--- src/rtl/ps2_kb_rx_pkg.sv ---
// Shared widths, parameter defaults, receiver states and the PS/2 frame check.
package ps2_kb_rx_pkg;

    localparam int KbWidth     = 8;
    localparam int KbFifoDepth = 8;
    localparam int KbTimeout   = 50000;

    localparam int FRAME_BITS  = 11;

    typedef enum logic {
        ST_IDLE = 1'b0,
        ST_RECV = 1'b1
    } rx_state_e;

    // Frame is {stop, parity, data[7:0], start}; odd parity over data+parity.
    function automatic logic frame_ok(input logic [FRAME_BITS-1:0] f);
        return !f[0] && f[FRAME_BITS-1] && (^f[FRAME_BITS-2:1]);
    endfunction

endpackage

--- src/rtl/kb_fifo.sv ---
// Synchronous first-word-fall-through FIFO for received scan codes.
module kb_fifo
    import ps2_kb_rx_pkg::*;
#(
    parameter int DEPTH = KbFifoDepth,
    parameter int WIDTH = KbWidth,
    localparam int AW   = $clog2(DEPTH),
    localparam int CW   = $clog2(DEPTH) + 1
) (
    input  logic             clk,
    input  logic             rst_n,
    input  logic             push,
    input  logic [WIDTH-1:0] wdata,
    input  logic             pop,
    output logic [WIDTH-1:0] rdata,
    output logic             full,
    output logic             empty,
    output logic [CW-1:0]    count
);

    logic [WIDTH-1:0] mem [DEPTH];
    logic [AW-1:0]    wptr, rptr;

    assign rdata = mem[rptr];
    assign full  = (count == CW'(DEPTH));
    assign empty = (count == '0);

    // Power-of-two depth lets the pointers wrap by plain overflow.
    always_ff @(posedge clk) begin
        if (!rst_n) begin
            wptr  <= '0;
            rptr  <= '0;
            count <= '0;
            for (int i = 0; i < DEPTH; i++) mem[i] <= '0;
        end else begin
            if (push) begin
                mem[wptr] <= wdata;
                wptr      <= wptr + AW'(1);
            end
            if (pop) rptr <= rptr + AW'(1);
            case ({push, pop})
                2'b10:   count <= count + CW'(1);
                2'b01:   count <= count - CW'(1);
                default: count <= count;
            endcase
        end
    end

endmodule

--- src/rtl/ps2_kb_rx.sv ---
// PS/2 keyboard receiver: pin synchronisers, 11-bit frame FSM with timeout,
// frame checker and scan-code FIFO feeding the MMIO read path.
module ps2_kb_rx
    import ps2_kb_rx_pkg::*;
#(
    parameter int FIFO_DEPTH = KbFifoDepth,
    parameter int TIMEOUT    = KbTimeout
) (
    input  logic               clk,
    input  logic               rst_n,
    input  logic               ps2_clk,
    input  logic               ps2_data,
    input  logic               sig_rd_kb,
    output logic [KbWidth-1:0] kb_rdata,
    output logic               kb_ready,
    output logic               kb_overflow,
    output logic               kb_err
);

    localparam int TW = $clog2(TIMEOUT + 1);
    localparam int CW = $clog2(FIFO_DEPTH) + 1;

    logic clk_s1, clk_s2, clk_prev, dat_s1, dat_s2;
    logic fall;

    always_ff @(posedge clk) begin
        if (!rst_n) begin
            clk_s1   <= 1'b1;
            clk_s2   <= 1'b1;
            clk_prev <= 1'b1;
            dat_s1   <= 1'b1;
            dat_s2   <= 1'b1;
        end else begin
            clk_s1   <= ps2_clk;
            clk_s2   <= clk_s1;
            clk_prev <= clk_s2;
            dat_s1   <= ps2_data;
            dat_s2   <= dat_s1;
        end
    end

    assign fall = clk_prev & ~clk_s2;

    rx_state_e             state, state_nxt;
    logic [3:0]            bit_cnt;
    logic [FRAME_BITS-1:0] shreg;
    logic [TW-1:0]         tmo_cnt;
    logic                  frame_done, frame_good, tmo_hit;
    logic                  fifo_push, fifo_pop, fifo_full, fifo_empty;
    logic [CW-1:0]         fifo_count;

    assign frame_done = (bit_cnt == 4'(FRAME_BITS));
    assign frame_good = frame_done && frame_ok(shreg);
    assign tmo_hit    = (state == ST_RECV) && !fall && (tmo_cnt == TW'(TIMEOUT - 1));

    always_comb begin
        state_nxt = state;
        case (state)
            ST_IDLE: if (fall) state_nxt = ST_RECV;
            ST_RECV: if (frame_done || tmo_hit) state_nxt = ST_IDLE;
            default: state_nxt = ST_IDLE;
        endcase
    end

    // A full FIFO still accepts a frame when the decoder pops in the same cycle.
    assign fifo_pop  = sig_rd_kb & ~fifo_empty;
    assign fifo_push = frame_good & (~fifo_full | fifo_pop);

    always_ff @(posedge clk) begin
        if (!rst_n) begin
            state       <= ST_IDLE;
            bit_cnt     <= '0;
            shreg       <= '0;
            tmo_cnt     <= '0;
            kb_err      <= 1'b0;
            kb_overflow <= 1'b0;
        end else begin
            state       <= state_nxt;
            kb_err      <= frame_done & ~frame_good;
            kb_overflow <= kb_overflow | (frame_good & fifo_full & ~fifo_pop);
            if (frame_done || tmo_hit) begin
                bit_cnt <= '0;
            end else if (fall) begin
                shreg   <= {dat_s2, shreg[FRAME_BITS-1:1]};
                bit_cnt <= bit_cnt + 4'd1;
            end
            if (state != ST_RECV || fall || tmo_hit) tmo_cnt <= '0;
            else                                     tmo_cnt <= tmo_cnt + TW'(1);
        end
    end

    kb_fifo #(
        .DEPTH (FIFO_DEPTH),
        .WIDTH (KbWidth)
    ) u_fifo (
        .clk   (clk),
        .rst_n (rst_n),
        .push  (fifo_push),
        .wdata (shreg[8:1]),
        .pop   (fifo_pop),
        .rdata (kb_rdata),
        .full  (fifo_full),
        .empty (fifo_empty),
        .count (fifo_count)
    );

    assign kb_ready = (fifo_count != '0);

endmodule

--- config.mk ---
export PLATFORM = sky130hd
export DESIGN_NAME = ps2_kb_rx
export DESIGN_NICKNAME = d
export VERILOG_FILES = /design/src/rtl/ps2_kb_rx_pkg.sv /design/src/rtl/kb_fifo.sv /design/src/rtl/ps2_kb_rx.sv
export SDC_FILE = /design/constraint.sdc
export NUM_CORES = 1
export LEC_CHECK = 0
export BUFFER_PORTS_ARGS = -buffer_cell sky130_fd_sc_hd__clkbuf_2
export CAP_MARGIN = 30
export CORE_UTILIZATION = 65
export CTS_CLUSTER_DIAMETER = 120
export DETAILED_ROUTE_END_ITERATION = 12
export PLACE_DENSITY_LB_ADDON = 0.12
export SLEW_MARGIN = 15
export SYNTH_ARGS = -nofsm -noshare
export SYNTH_HDL_FRONTEND = slang
export SYNTH_SLANG_ARGS = --single-unit
--- constraint.sdc ---
create_clock -name clk -period 6.15 [get_ports clk]
set_input_delay 1.23 -clock clk [delete_from_list [all_inputs] [get_ports clk]]
set_output_delay 1.23 -clock clk [all_outputs]
set_load 0.01 [all_outputs]
---- Word level (Yosys, flattened, before mapping) ----
Memories as Yosys holds them, arrays and structs flattened. A register that Yosys moved wholly into a read port is not among the register bits.
Index checks and enable logic that the tools add are counted.
storage, ports and cells
  flip-flop bits (word level) ............. 49
  memory bits (writable) .................. 64
  input port bits ......................... 5
  output and inout port bits .............. 11
  memories kept ........................... 1
operators by class
  add/subtract/negate cells ............... 6
  equal/unequal tests ..................... 5
  muxes and demuxes ....................... 13
  bitwise operators ....................... 16
  reduce and logical (&&, ||, !) cells .... 18
memories
  name        words  bits a word  rd ports  clocked after Yosys merged registers in  wr ports  line           source
  u_fifo.mem  8      8            1         1                                        8         kb_fifo.sv:21  logic [WIDTH-1:0] mem [DEPTH];
operator list
  kind                   count
  $add 16x1->16 const B  1
  $eq 16x16->1 const B   1
  $mux 3                 3
  $reduce_xor 9->1       1
  $add 4x1->4 const B    2
  $eq 4x4->1 const B     2
  $mux 8                 1
  $not 1->1              8
  $pmux 4 s2             1
  $reduce_or 8->1        1
  $mux 1                 7
  $add 3x1->3 const B    2
  $and 1x1->1            6
  $logic_and 1x1->1      5
  $logic_not 4->1        1
  $reduce_bool 4->1      1
  $reduce_or 2->1        2
  $sub 4x1->4 const B    1
  $logic_or 1x1->1       3
  $eq 2x1->1 const B     1
  $eq 2x2->1 const B     1
  $logic_not 1->1        2
  $or 1x1->1             2
  $pmux 1 s2             1
  other kinds (2)        2

---- Depth between registers and ports, before layout ----
  depth after elaboration ................. 10
  mapped depth ............................ 11
  mapped depth without buffers ............ 10

---- Modules after synthesis ----
A second synthesis with hierarchy kept.
unflattened totals
  cell total of the unflattened synthesis .. 424
  area, all modules ....................... 5273.8 sq um
modules (own cells, without submodules)
  module     instances  cells each  area an instance (sq um)
  kb_fifo    1          239         3585.9
  ps2_kb_rx  1          185         1687.9

---- Worst setup path after synthesis ----
No wires, ideal clock.
  kind .................................... register -> output
  from .................................... reg (tool-made name)
  to ...................................... out kb_rdata[0]
  data arrival time ....................... 1819 ps
  required time ........................... 4920 ps
  path slack .............................. 3101 ps
  stages on the path, launching flop included .. 5
  path buffers ............................ 2
  path through ............................ dfxtp_1 -> clkbuf_1 -> buf_2 -> mux4_2 -> mux2_2
RTL lines
  item       line             source
  to (decl)  ps2_kb_rx.sv:14  output logic [KbWidth-1:0] kb_rdata,

==> out/qor.csv <==
stage;metric;value;unit
drt;DRC viols;0;
finish;design area;5940;µm²
critical_path;crit path max fanout;11;
timing;final hold vios;0;
place;port buffer count;15;
yosys;Synth Net Count;460;
timing;Setup TNS;0;ns
power_and_ir_drop;sequential power share;41.7;%
clock_network;Sink Count;116;
clock_network;clock buffer count from CTS;17;
floorplan;Die Wd;91.2;µm
floorplan;Initial Utilization;67.2;%
timing;skew final;0.00686;ns
yosys;Main synth FF type;edfxtp_1;
finish;Antenna Cells;0;
power_and_ir_drop;P_sw;0.000461;W
clock_network;Clock Tree Buf Depth;2;
clock_network;Post-CTS Setup Inserts;0;
timing;fin crit share;57.9;%
clock_network;clk root buf;clkbuf_8;
floorplan;num rows;32;
power_and_ir_drop;Gate power share;10.0;%
yosys;top area cells in the synthesized netlist;edfxtp_1 (37%), dfxtp_1 (20%), mux4_2 (7.0%);
grt;total gr overflow;0;
hold_path;Worst Hold Class;reg2reg;
grt;vias in the first global route;3313;
power_and_ir_drop;Max VDD drop;0.231;mV
place;routability congestion estimate;0.868;
place;Post-DP Area;5290;µm²
finish;nets;476;
yosys;flops & latches, synth;116;
yosys;syn_area_per_cell;11.5;µm²
yosys;Seq/Total Area, Yosys;57.4;%
floorplan;Die Span Y;91.2;µm
critical_path;crit path DAT;2.33;ns
grt;largest net degree at the start of global routing;54;
clock_network;H-tree depth;4;
critical_path;WS Path Type;reg2out;
power_and_ir_drop;internal power;0.00167;W
yosys;share of the synthesized area in the top cell type;37.2;%
yosys;Async S/R FF share, synth;0;%
drt;vias per cell;6.13;
clock_network;Clock Pin Slew Worst Setup and Hold Paths;0.05;ns
place;detailed placer's ending HPWL;7270;µm
floorplan;I/O pins;16;
timing;final worst slack;2.59;ns
yosys;post-synth top area cell;edfxtp_1;
power_and_ir_drop;Pwr Density;359;nW/µm²
finish;share of cells above drive strength 1;18.8;%
drt;DR vias;3559;
timing;RSZ-0062 raised after global routing;no;
drt;DRT iter0 DRCs;289;
finish;post-route core utilization;77.3;%
power_and_ir_drop;Clock Power Share;48.3;%
clock_network;CTS Hold Bufs;0;
timing;f_max;281;MHz
grt;initial antenna violation count;0;
timing;Setup Viol. Count Final;0;
floorplan;CORE AREA;7690;µm²
yosys;Syn Std Cell Area;5170;µm²
critical_path;CP required;4.92;ns
floorplan;Die ar.;8310;µm²
clock_network;Clock Latency Late Sink;0.51;ns
timing;Tightest Pin Transition;0.959;ns
finish;synth-to-layout area growth;15.0;%
drt;Final ANT Viol Nets;0;
timing;Tmin final;3.56;ns
yosys;Post-synth EDFFs;64;
clock_network;CTS tree;yes;
yosys;Netlist cell types;49;
job;max-cap check violation count;0;
place;Place WS;2.46;ns
grt;gr usage total;29.1;%
clock_network;CTS resizes;0;
drt;post-detailed-route wirelength per cell;19.4;µm
timing;slew margin rel.;35.4;%
outcome;run status;finished clean;
power_and_ir_drop;leakage;2.00;nW
yosys;Synth Instances;450;
drt;WL final;11300;µm
timing;Max Slew Vio Count;0;
drt;drt first pass iters;5;
power_and_ir_drop;Net Sw Frac;21.6;%
yosys;Synth warnings;0;
critical_path;startpoint types;flip-flop;
critical_path;Worst setup EP type;primary output;
grt;first-pass GRT wire length;17600;µm
==> final timing paths <==
kind | start | endpoint | slack, ns | depth (start not counted)
max | flip-flop | kb_rdata[2] | 2.59 | 4
min | clk_s1 | clk_s2 | 0.41 | 1
max reg2reg | shreg[1] | u_fifo.mem[6][0] | 2.77 | 6
min reg2reg | clk_s1 | clk_s2 | 0.41 | 1
==> cells in the mapped netlist (12+ instances only) <==
cell type / number
mux4_2: 16
nand2b_1: 12
edfxtp_1: 64
nand2_1: 52
clkbuf_1: 15
dfxtp_1: 52
nand4_1: 15
xor2_1: 13
nor2_1: 80
a21boi_0: 12
==> routing by layer <==
| metal | share of wire (%) | up-vias | track usage, % | wire length, µm |
|---|---|---|---|---|
| met1 | 41 | 1727 | 38.5 | 4560 |
| li1 | - | 1631 | - | - |
| met4 | 2.1 | 0 | 11.0 | 231 |
| met5 | 0 | - | 0 | 0 |
| met3 | 7.2 | 26 | 7.12 | 808 |
| met2 | 50 | 175 | 46.9 | 5650 |
==> logic make-up after synthesis <==
kind of cell             synth area share (%)
AO/OA/AOI/OAI                            4.31
AND/OR/NAND/NOR                          19.6
buffers and inverters                    2.42
flip-flops                               57.4
XOR/XNOR                                 4.84
multiplexers                             10.2
adder cells (fa/ha/maj)                  1.21
==> metrics by stage <==
step / total power, W / cells / hold WS [ns]
after global routing: 0.00220 / 581 / 0.443
after CTS: 0.00214 / 576 / 0.420
after detailed placement: 0.00111 / 544 / 0.401
after global placement: 0.00109 / 543 / 0.397
after floorplan: 0.00105 / 450 / 0.386
final: 0.00213 / 581 / 0.414
==> critical path, cell delays in order, from the launching register on <==
cell and delay, ns:
dfxtp_1 0.62, buf_16 0.21, mux4_2 0.55, mux2_2 0.29, clkbuf_2 0.14
==> flip-flops by register name (all words and copies together) (netlist names), named ones only <==
register	cells
bit_cnt	4
clk_prev	1
clk_s1	1
clk_s2	1
dat_s1	1
dat_s2	1
kb_err	1
kb_overflow	1
shreg	11
state	1
tmo_cnt	16
u_fifo.count	4
u_fifo.mem	64
u_fifo.rptr	3
u_fifo.wptr	3
==> area by class of cell <==
class	instances	area, µm²
sequential	116	2960
tap	102	128
multi-input combinational	305	2080
clock inverter	11	181
fill	495	1750
inverter	4	15.0
timing repair buffer	22	135
clock buffer	21	439
==> layout by cell type, fill, tap and decap left out, types with 8 or more instances in the layout <==
cell type,netlist,routed
a21boi_0,12,12
clkbuf_16,0,16
clkbuf_2,0,18
dfxtp_1,52,52
edfxtp_1,64,64
mux2_2,8,8
mux4_2,16,16
nand2_1,52,52
nand2b_1,12,12
nand3_1,10,10
nand4_1,15,15
nor2_1,80,80
nor2_2,10,10
o21ai_0,9,8
xnor2_1,10,10
xor2_1,13,13
==> power by group through the flow <==
| stage | logic [W] | clock network, W | registers (W) |
|---|---|---|---|
| 6_report | 0.000213 | 0.00103 | 0.000889 |
| 2_1_floorplan | 0.000173 | 0 | 0.000874 |
| 5_1_grt | 0.000227 | 0.00107 | 0.000893 |
| 3_3_place_gp | 0.000177 | 0 | 0.000914 |
| 4_1_cts | 0.000213 | 0.00104 | 0.000889 |
| 3_5_place_dp | 0.000211 | 0 | 0.000902 |
No activity file was read; power rests on OpenSTA's default activity.
